[src/rtl/lsu_pkg.sv]
// Shared types for the load/store unit: funct3 codes, FSM states, access sizes
// and the registered request record.
package lsu_pkg;

  localparam logic [2:0] F3_B  = 3'b000;
  localparam logic [2:0] F3_H  = 3'b001;
  localparam logic [2:0] F3_W  = 3'b010;
  localparam logic [2:0] F3_BU = 3'b100;
  localparam logic [2:0] F3_HU = 3'b101;

  typedef enum logic [2:0] {IDLE, RD, RD_WAIT, WR, RESP} lsu_state_e;

  typedef enum logic [1:0] {SZ_B, SZ_H, SZ_W} lsu_size_e;

  typedef struct packed {
    logic      store;
    lsu_size_e size;
    logic      uns;
    logic [1:0] off;
  } lsu_req_t;

  // Unknown encodings fall back to a full word; BU/HU are load-only codes.
  function automatic lsu_size_e decode_size(input logic store, input logic [2:0] f3);
    if (f3 == F3_B || (!store && f3 == F3_BU)) return SZ_B;
    if (f3 == F3_H || (!store && f3 == F3_HU)) return SZ_H;
    if (f3 == F3_W) return SZ_W;
    return SZ_W;
  endfunction

endpackage

[src/rtl/lsu_align.sv]
// Combinational lane steering: extends loaded sub-words and merges store data
// into the previously read memory word.
module lsu_align
  import lsu_pkg::*;
#(
  parameter int XLEN = 32
) (
  input  logic [XLEN-1:0] rd_word,
  input  lsu_size_e       size,
  input  logic            uns,
  input  logic [1:0]      off,
  input  logic [XLEN-1:0] new_data,
  output logic [XLEN-1:0] load_data,
  output logic [XLEN-1:0] merged_word
);

  logic [7:0]  lane_b;
  logic [15:0] lane_h;

  assign lane_b = rd_word[{off, 3'b000} +: 8];
  assign lane_h = rd_word[{off[1], 4'b0000} +: 16];

  always_comb begin
    load_data   = rd_word;
    merged_word = new_data;
    case (size)
      SZ_B: begin
        load_data = {{(XLEN-8){lane_b[7] & ~uns}}, lane_b};
        merged_word = rd_word;
        merged_word[{off, 3'b000} +: 8] = new_data[7:0];
      end
      SZ_H: begin
        load_data = {{(XLEN-16){lane_h[15] & ~uns}}, lane_h};
        merged_word = rd_word;
        merged_word[{off[1], 4'b0000} +: 16] = new_data[15:0];
      end
      default: ;
    endcase
  end

endmodule

[src/rtl/load_store_unit.sv]
// Single-outstanding load/store initiator for a word-wide data_mem; sub-word
// stores are read-modify-write. Define MISALIGN_TRAP_EN to trap misaligned accesses.
module load_store_unit
  import lsu_pkg::*;
#(
  parameter int MEM_AW = 20,
  parameter int XLEN   = 32
) (
  input  logic              clk,
  input  logic              rst,
  // req: a transfer happens on a rising edge where req_valid && req_ready;
  // fields are captured then and ignored afterwards. rsp_valid is a 1-cycle pulse.
  input  logic              req_valid,
  output logic              req_ready,
  input  logic              req_store,
  input  logic [2:0]        req_funct3,
  input  logic [XLEN-1:0]   req_addr,
  input  logic [XLEN-1:0]   req_wdata,
  output logic              rsp_valid,
  output logic [XLEN-1:0]   rsp_rdata,
  output logic              rsp_err,
  output logic              mem_ren,
  output logic              mem_wen,
  output logic [MEM_AW-1:0] mem_addr,
  output logic [XLEN-1:0]   mem_wdata,
  input  logic [XLEN-1:0]   mem_rdata,
  output lsu_state_e        dbg_state
);

  lsu_state_e      state, state_next;
  lsu_req_t        req_q;
  logic [MEM_AW-1:0] addr_q;
  logic [XLEN-1:0] wr_q, rdata_q;
  logic            err_q;

  lsu_size_e       req_size;
  logic            req_uns;
  logic [1:0]      req_off;
  logic            trap;
  logic            accept;
  logic [XLEN-1:0] load_data, merged_word;
  logic            unused_addr_hi;

  assign req_size       = decode_size(req_store, req_funct3);
  assign req_uns        = !req_store && req_funct3[2];
  assign accept         = req_valid && (state == IDLE);
  assign unused_addr_hi = ^req_addr[XLEN-1:MEM_AW];

`ifdef MISALIGN_TRAP_EN
  assign req_off = req_addr[1:0];
  assign trap    = (req_size == SZ_H && req_addr[0]) ||
                   (req_size == SZ_W && req_addr[1:0] != 2'b00);
`else
  // Without trapping, misaligned low bits are simply dropped.
  always_comb begin
    req_off = req_addr[1:0];
    if (req_size == SZ_H) req_off = {req_addr[1], 1'b0};
    if (req_size == SZ_W) req_off = 2'b00;
  end
  assign trap = 1'b0;
`endif

  always_comb begin
    state_next = state;
    case (state)
      IDLE: begin
        if (req_valid) begin
          if (trap)                                state_next = RESP;
          else if (req_store && req_size == SZ_W)  state_next = WR;
          else                                     state_next = RD;
        end
      end
      RD:      state_next = RD_WAIT;
      RD_WAIT: state_next = req_q.store ? WR : RESP;
      WR:      state_next = RESP;
      RESP:    state_next = IDLE;
      default: state_next = IDLE;
    endcase
  end

  always_ff @(posedge clk) begin
    if (rst) begin
      state   <= IDLE;
      req_q   <= '0;
      addr_q  <= '0;
      wr_q    <= '0;
      rdata_q <= '0;
      err_q   <= 1'b0;
    end else begin
      state <= state_next;
      if (accept) begin
        req_q   <= '{store: req_store, size: req_size, uns: req_uns, off: req_off};
        addr_q  <= {req_addr[MEM_AW-1:2], 2'b00};
        wr_q    <= req_wdata;
        rdata_q <= '0;
        err_q   <= trap;
      end
      // Read data arrives during RD_WAIT: either the load result or the RMW merge.
      if (state == RD_WAIT) begin
        if (req_q.store) wr_q    <= merged_word;
        else             rdata_q <= load_data;
      end
    end
  end

  lsu_align #(.XLEN(XLEN)) u_align (
    .rd_word     (mem_rdata),
    .size        (req_q.size),
    .uns         (req_q.uns),
    .off         (req_q.off),
    .new_data    (wr_q),
    .load_data   (load_data),
    .merged_word (merged_word)
  );

  assign req_ready = (state == IDLE);
  assign rsp_valid = (state == RESP);
  assign rsp_rdata = rdata_q;
  assign rsp_err   = err_q;
  assign mem_ren   = (state == RD);
  assign mem_wen   = (state == WR);
  assign mem_addr  = addr_q;
  assign mem_wdata = wr_q;
  assign dbg_state = state;

endmodule

[config.mk]
export PLATFORM = sky130hd
export DESIGN_NAME = load_store_unit
export DESIGN_NICKNAME = d
export VERILOG_FILES = /design/src/rtl/lsu_pkg.sv /design/src/rtl/lsu_align.sv /design/src/rtl/load_store_unit.sv
export SDC_FILE = /design/constraint.sdc
export NUM_CORES = 1
export LEC_CHECK = 0
export CORE_MARGIN = 3
export CORE_UTILIZATION = 50
export CTS_BUF_LIST = sky130_fd_sc_hd__clkbuf_8
export CTS_CLUSTER_SIZE = 30
export DETAILED_ROUTE_END_ITERATION = 6
export GPL_TIMING_DRIVEN = 0
export HOLD_SLACK_MARGIN = 0.06
export PLACE_DENSITY = 0.88
export SETUP_SLACK_MARGIN = 0.4
export SYNTH_ARGS = -nofsm -noshare
export SYNTH_HDL_FRONTEND = slang
export SYNTH_HIERARCHICAL = 1
export SYNTH_SLANG_ARGS = --single-unit
[constraint.sdc]
create_clock -name clk -period 3.6 [get_ports clk]
set_input_delay 0.72 -clock clk [delete_from_list [all_inputs] [get_ports clk]]
set_output_delay 0.72 -clock clk [all_outputs]
set_load 0.01 [all_outputs]
==> results of run 1 <==
==> final cells by class <==
cell class / count / area [sq um] / share of cell area
Buffer: 72 / 367 / 0.0485
Clock inverter: 5 / 61.3 / 0.00811
Sequential cell: 91 / 1820 / 0.241
Clock buffer: 10 / 138 / 0.0182
Multi-Input combinational cell: 556 / 3170 / 0.419
Timing Repair Buffer: 178 / 1780 / 0.236
Inverter: 13 / 48.8 / 0.00646
Tap cell: 136 / 170 / 0.0225
==> cell families (layout without fill, tap and decap cells) <==
family                     count (synthesis)  in the layout  synth area share
muxes                                     15             15            0.0297
adders and majority gates                  5              5            0.0116
AOI/OAI and AO/OA                        217            217             0.277
and+or+nand+nor                          316            316             0.267
DFF                                       91             91             0.337
other                                      1              3          0.000694
buffers and inverters                     85            278            0.0769
==> per-layer routing <==
metal	up-vias	global-route usage	share of wire
met2	447	0.512	0.45
met5	-	0	0
met1	2885	0.432	0.39
met4	0	0.175	0.052
li1	2959	-	-
met3	93	0.0681	0.11
==> final timing paths <==
| check | start | end | cells after the start |
|---|---|---|---|
| worst max-delay path | req_q[1] | mem_wdata[5] | 8 |
| worst min-delay path | mem_addr[14] | mem_addr[14] | 2 |
| worst max register to register | req_q[1] | mem_wdata[5] | 8 |
| worst min register to register | mem_addr[14] | mem_addr[14] | 2 |
==> cell usage after synthesis (2+ instances only) <==
| cell type | instances | area [sq um] |
|---|---|---|
| a221o_1 | 16 | 160 |
| a2bb2oi_1 | 5 | 43.8 |
| nand2_1 | 194 | 728 |
| nand3_1 | 30 | 150 |
| buf_1 | 5 | 18.8 |
| buf_4 | 5 | 37.5 |
| nor2_1 | 42 | 158 |
| a222oi_1 | 8 | 80.1 |
| nor2b_1 | 5 | 31.3 |
| mux2_2 | 8 | 90.1 |
| buf_6 | 7 | 78.8 |
| ha_1 | 5 | 62.6 |
| a21oi_2 | 10 | 87.6 |
| buf_2 | 20 | 100 |
| a21oi_1 | 97 | 485 |
| nand2b_1 | 8 | 50.1 |
| a31oi_1 | 2 | 12.5 |
| a311oi_1 | 32 | 280 |
| or3_1 | 2 | 12.5 |
| o21ai_0 | 23 | 115 |
| nor3b_1 | 9 | 67.6 |
| dfxtp_1 | 91 | 1820 |
| inv_1 | 13 | 48.8 |
| nand3_2 | 7 | 70.1 |
| nor3_1 | 3 | 15.0 |
| clkbuf_1 | 35 | 131 |
| nand3b_1 | 2 | 15.0 |
| mux2i_1 | 7 | 70.1 |
| a22o_1 | 17 | 149 |
| a211oi_1 | 2 | 15.0 |
==> registers in the layout (all words and copies together), names as in the netlist <==
| register | flops |
|---|---|
| dbg_state | 3 |
| mem_addr | 18 |
| mem_wdata | 32 |
| req_q | 6 |
| rsp_rdata | 32 |
==> power groups by stage <==
stage	clock network, mW	logic (mW)	registers (mW)
5_1_grt	0.765	1.31	1.22
6_report	0.727	1.23	1.21
4_1_cts	0.727	1.21	1.20
3_3_place_gp	0	1.19	1.22
2_1_floorplan	0	0.658	1.24
3_5_place_dp	0	1.20	1.22
==> per-stage QoR <==
stage,instance area [sq um],util
after floorplan,5410,-
after global placement,7360,0.707
after detailed placement,7360,0.707
after CTS,7560,0.726
after global routing,7560,0.726
final,7560,0.726
==> worst max-delay path, delay by kind of cell, from the launching register on <==
family,cells,cell delay (ps)
AO/OA/AOI/OAI,3,1140
adder cells (fa/ha/maj),1,420
buffers and inverters,3,830
AND/OR/NAND/NOR,1,40
flip-flops,1,360
==> reports/qor.yml, run 1 <==
rows: 37
diodes: 0
cts_made_buffers: 9
seqPwrFrac: 0.381
tightest_slew_ps: 759
fmax_ghz: 0.345
setup_violations: 0
grt_antenna_before_repair: 0
grtUsageTotal: 0.331
hpwl_microns: 15400
p_sw_mw: 1.15
cts_resized: 0
r2r_slack_ps: 710
crit_chain: "buf_2 -> inv_1 -> buf_1 -> ha_1 -> o41ai_4 -> a22o_1 -> nor2_1 -> a311oi_1"
hold_path.class: "reg2reg"
internal-power_mw: 2.01
combPwrFrac: 0.390
dp_cells: 1046
critPathSlowestCell: "o41ai_4"
final_cell_mix: "nand2_1, clkdlybuf4s50_1, a21oi_1"
wl_per_cell_microns: 19.3
ir_drop_mv: 0.213
postRouteAntennaNets: 0
synth-seq-cells: 91
swShare: 0.364
finalCritPeriodShare: 0.804
cts_sinks: 91
ys_types: 50
die_h_microns: 110
cts_tree: "built"
crit_path_end_kind: "register"
stdcell_count: 1061
numPortBuffers: 178
die-area_sq_um: 12100
pre_cts_slack_ps: 870
setup_ws_ps: 705
p_clk_frac: 0.230
synth-edff-count: 0
dr_total_vias: 6384
io_pins: 195
first_iter_violations: 886
async_flop_share: 0
crit_fanout: 12
fin_nets: 1029
start_kind: "register"
cts_buffer_depth: 2
arrival_ps: 3160
drive_above_1_share: 0.0876
hold_viol_final: 0
first_global_vias: 5875
vias_per_cell: 6.02
syn-cell-area_sq_um: 5400
yosysWarnings: 6
gp_congestion: 0.983
path_clk_slew_ps: 100
grt_max_degree: 16
violations: "design-rule violations"
cts_setup_buffers: 0
critPathRequiredTime_ps: 3860
cap_violations: 0
cts-root-buf: "clkbuf_8"
avgSynthCellArea_sq_um: 7.40
fin_setup_tns_ps: 0
fill_cells: 862
start_util: 0.518
grt_overflow: 0
total_power_mw: 3.17
rsz0062_at_grt: "false"
layout_commonest_cell: "nand2_1"
crit_type: "reg2reg"
area_delta_synth_final_pct: 40.0
slew_violations: 0
whs_ps: 458
grt_pass1_wl_microns: 30800
synth_flop_cell: "dfxtp_1"
clkLatencyLatePin_ps: 370
cellLeakagePower_nw: 2.69
cts_hold_buf: 0
synthCells: 730
drcViolationCount: 6
skew_ps: 9.43
dr.pass1.iters: 7
die_x_microns: 110
critPathMaxStageDelay_ps: 670
relSlewSlack: 0.494
coreArea_sq_um: 10400
status: "complete, but fails checks"
yosysSeqAreaShare: 0.337
fin_crit_ps: 2890
cts-htree-levels: 3
cellPowerDensity_nw_per_um2: 419
drt_wl_total_microns: 20400
No activity file was read; power rests on OpenSTA's default activity.
==> run 2: changes to the inputs <==
--- a/config.mk
+++ b/config.mk
@@ -6,13 +6,13 @@
 export NUM_CORES = 1
 export LEC_CHECK = 0
 export CORE_MARGIN = 3
-export CORE_UTILIZATION = 50
+export CORE_UTILIZATION = 47
 export CTS_BUF_LIST = sky130_fd_sc_hd__clkbuf_8
 export CTS_CLUSTER_SIZE = 30
 export DETAILED_ROUTE_END_ITERATION = 6
 export GPL_TIMING_DRIVEN = 0
 export HOLD_SLACK_MARGIN = 0.06
-export PLACE_DENSITY = 0.88
+export PLACE_DENSITY = 0.84
 export SETUP_SLACK_MARGIN = 0.4
 export SYNTH_ARGS = -nofsm -noshare
 export SYNTH_HDL_FRONTEND = slang
==> constraint.sdc (replaced) <==
create_clock -name clk -period 2.7 [get_ports clk]
set_input_delay 0.54 -clock clk [delete_from_list [all_inputs] [get_ports clk]]
set_output_delay 0.54 -clock clk [all_outputs]
set_load 0.01 [all_outputs]
==> reports/qor.yml, run 2 (same netlist as run 1, synthesis figures left out) <==
status: "complete, but fails checks"
violations: "design-rule violations"
drcViolationCount: 2
fin_util: 0.691
cts-root-buf: "clkbuf_8"
drive_above_1_share: 0.102
multiInputGateArea_sq_um: 3200
rsz0062_at_grt: "false"
grt_antenna_before_repair: 0
relSlewSlack: 0.532
crit_fanout: 10
cap_violations: 0
final_cell_mix: "nand2_1, clkdlybuf4s50_1, a21oi_1"
dr.pass1.iters: 7
start_kind: "register"
r2r_cells: 9
postRouteAntennaNets: 0
area_delta_synth_final_pct: 41.1
ir_drop_mv: 0.339
start_util: 0.490
fmax_ghz: 0.446
cellLeakagePower_nw: 2.73
rows: 38
layout_commonest_cell: "nand2_1"
clkLatencyLatePin_ps: 360
grt_overflow: 0
hold_path.startpoint: "mem_addr[2]"
cts_hold_buf: 0
hold_viol_final: 0
crit_path_end_kind: "output port"
placed_area_sq_um: 7360
r2r_end: "mem_wdata[15]"
cts-htree-levels: 3
pre_cts_slack_ps: -53.0
arrival_ps: 1700
drt_wl_total_microns: 20500
fin_nets: 1031
hpwl_microns: 15400
hold_path.class: "reg2reg"
die-area_sq_um: 12800
crit_type: "reg2out"
holdPathStages: 2
tightest_slew_ps: 701
cts_tree: "built"
finalCritPeriodShare: 0.831
regArea_sq_um: 1830
first_global_vias: 5846
final_area_sq_um: 7620
io_pins: 195
wl_per_cell_microns: 19.2
slew_violations: 0
diodes: 0
numPortBuffers: 178
path_clk_slew_ps: 90
die_x_microns: 113
vias_per_cell: 5.96
skew_ps: 13.7
dp_cells: 1050
critPathRequiredTime_ps: 2160
first_iter_violations: 985
cts_made_buffers: 9
hold-path-endpoint: "mem_addr[2]"
cts_buffer_depth: 2
grt_pass1_wl_microns: 31400
gp_congestion: 0.956
r2r-start: "req_q[1]"
r2r_slack_ps: 520
die_h_microns: 113
total_power_mw: 4.22
grt_max_degree: 16
stdcell_count: 1068
cellPowerDensity_nw_per_um2: 553
dr_total_vias: 6362
grtUsageTotal: 0.309
fill_cells: 992
cts_sinks: 91
coreArea_sq_um: 11000
fin_crit_ps: 2240
setup_violations: 0
setup_ws_ps: 457
==> run 2: final cells by class <==
cell class | instances | share of cell area
Multi-Input combinational cell | 556 | 0.419
Buffer | 72 | 0.0509
Clock buffer | 9 | 0.0163
Timing Repair Buffer | 180 | 0.236
Clock inverter | 7 | 0.00887
Inverter | 13 | 0.00640
Tap cell | 140 | 0.0230
Sequential cell | 91 | 0.240
==> run 2: power breakdown <==
| part | switching [mW] | internal [mW] |
|---|---|---|
| clock network | 0.518 | 0.425 |
| logic | 0.887 | 0.773 |
| registers | 0.138 | 1.47 |
==> run 2: what timing repair did <==
item	4_1_cts	5_1_grt
buffers inserted	2	0
setup endpoints to repair	34	34
pin swaps	1	6
gates cloned	0	0
gates resized for setup	9	14
==> run 2: worst max-delay path by stage <==
stage	start	to	slack [ps]	cells after the start
after floorplan	req_q[1]	mem_wdata[0]	440	8
after global placement	req_q[1]	mem_wdata[17]	-9	11
after detailed placement	req_q[1]	mem_wdata[1]	-50	8
after CTS	req_q[1]	mem_wdata[17]	400	11
after global routing	req_q[1]	mem_wdata[17]	410	11
final	dbg_state[2]	req_ready	460	3
==> run 2: worst max-delay path, stage by stage (launching register included) <==
cell,delay (ps)
dfxtp_1,330
buf_6,140
nor3_2,260
clkdlybuf4s50_1,610
==> run 2: routing by layer <==
metal | wire length [microns] | share of wire | vias to the layer above | GRT usage
met3 | 2150 | 0.10 | 72 | 0.0588
met4 | 835 | 0.041 | 0 | 0.128
met2 | 9260 | 0.45 | 415 | 0.488
met1 | 8210 | 0.40 | 2907 | 0.414
li1 | - | - | 2968 | -
met5 | 0 | 0 | - | 0
==> run 2: metrics by stage <==
stage	hold WS, ps	setup TNS [ps]
4_1_cts	459	0
2_1_floorplan	427	0
3_5_place_dp	446	-131
6_report	460	0
3_3_place_gp	441	-8.69
5_1_grt	477	0
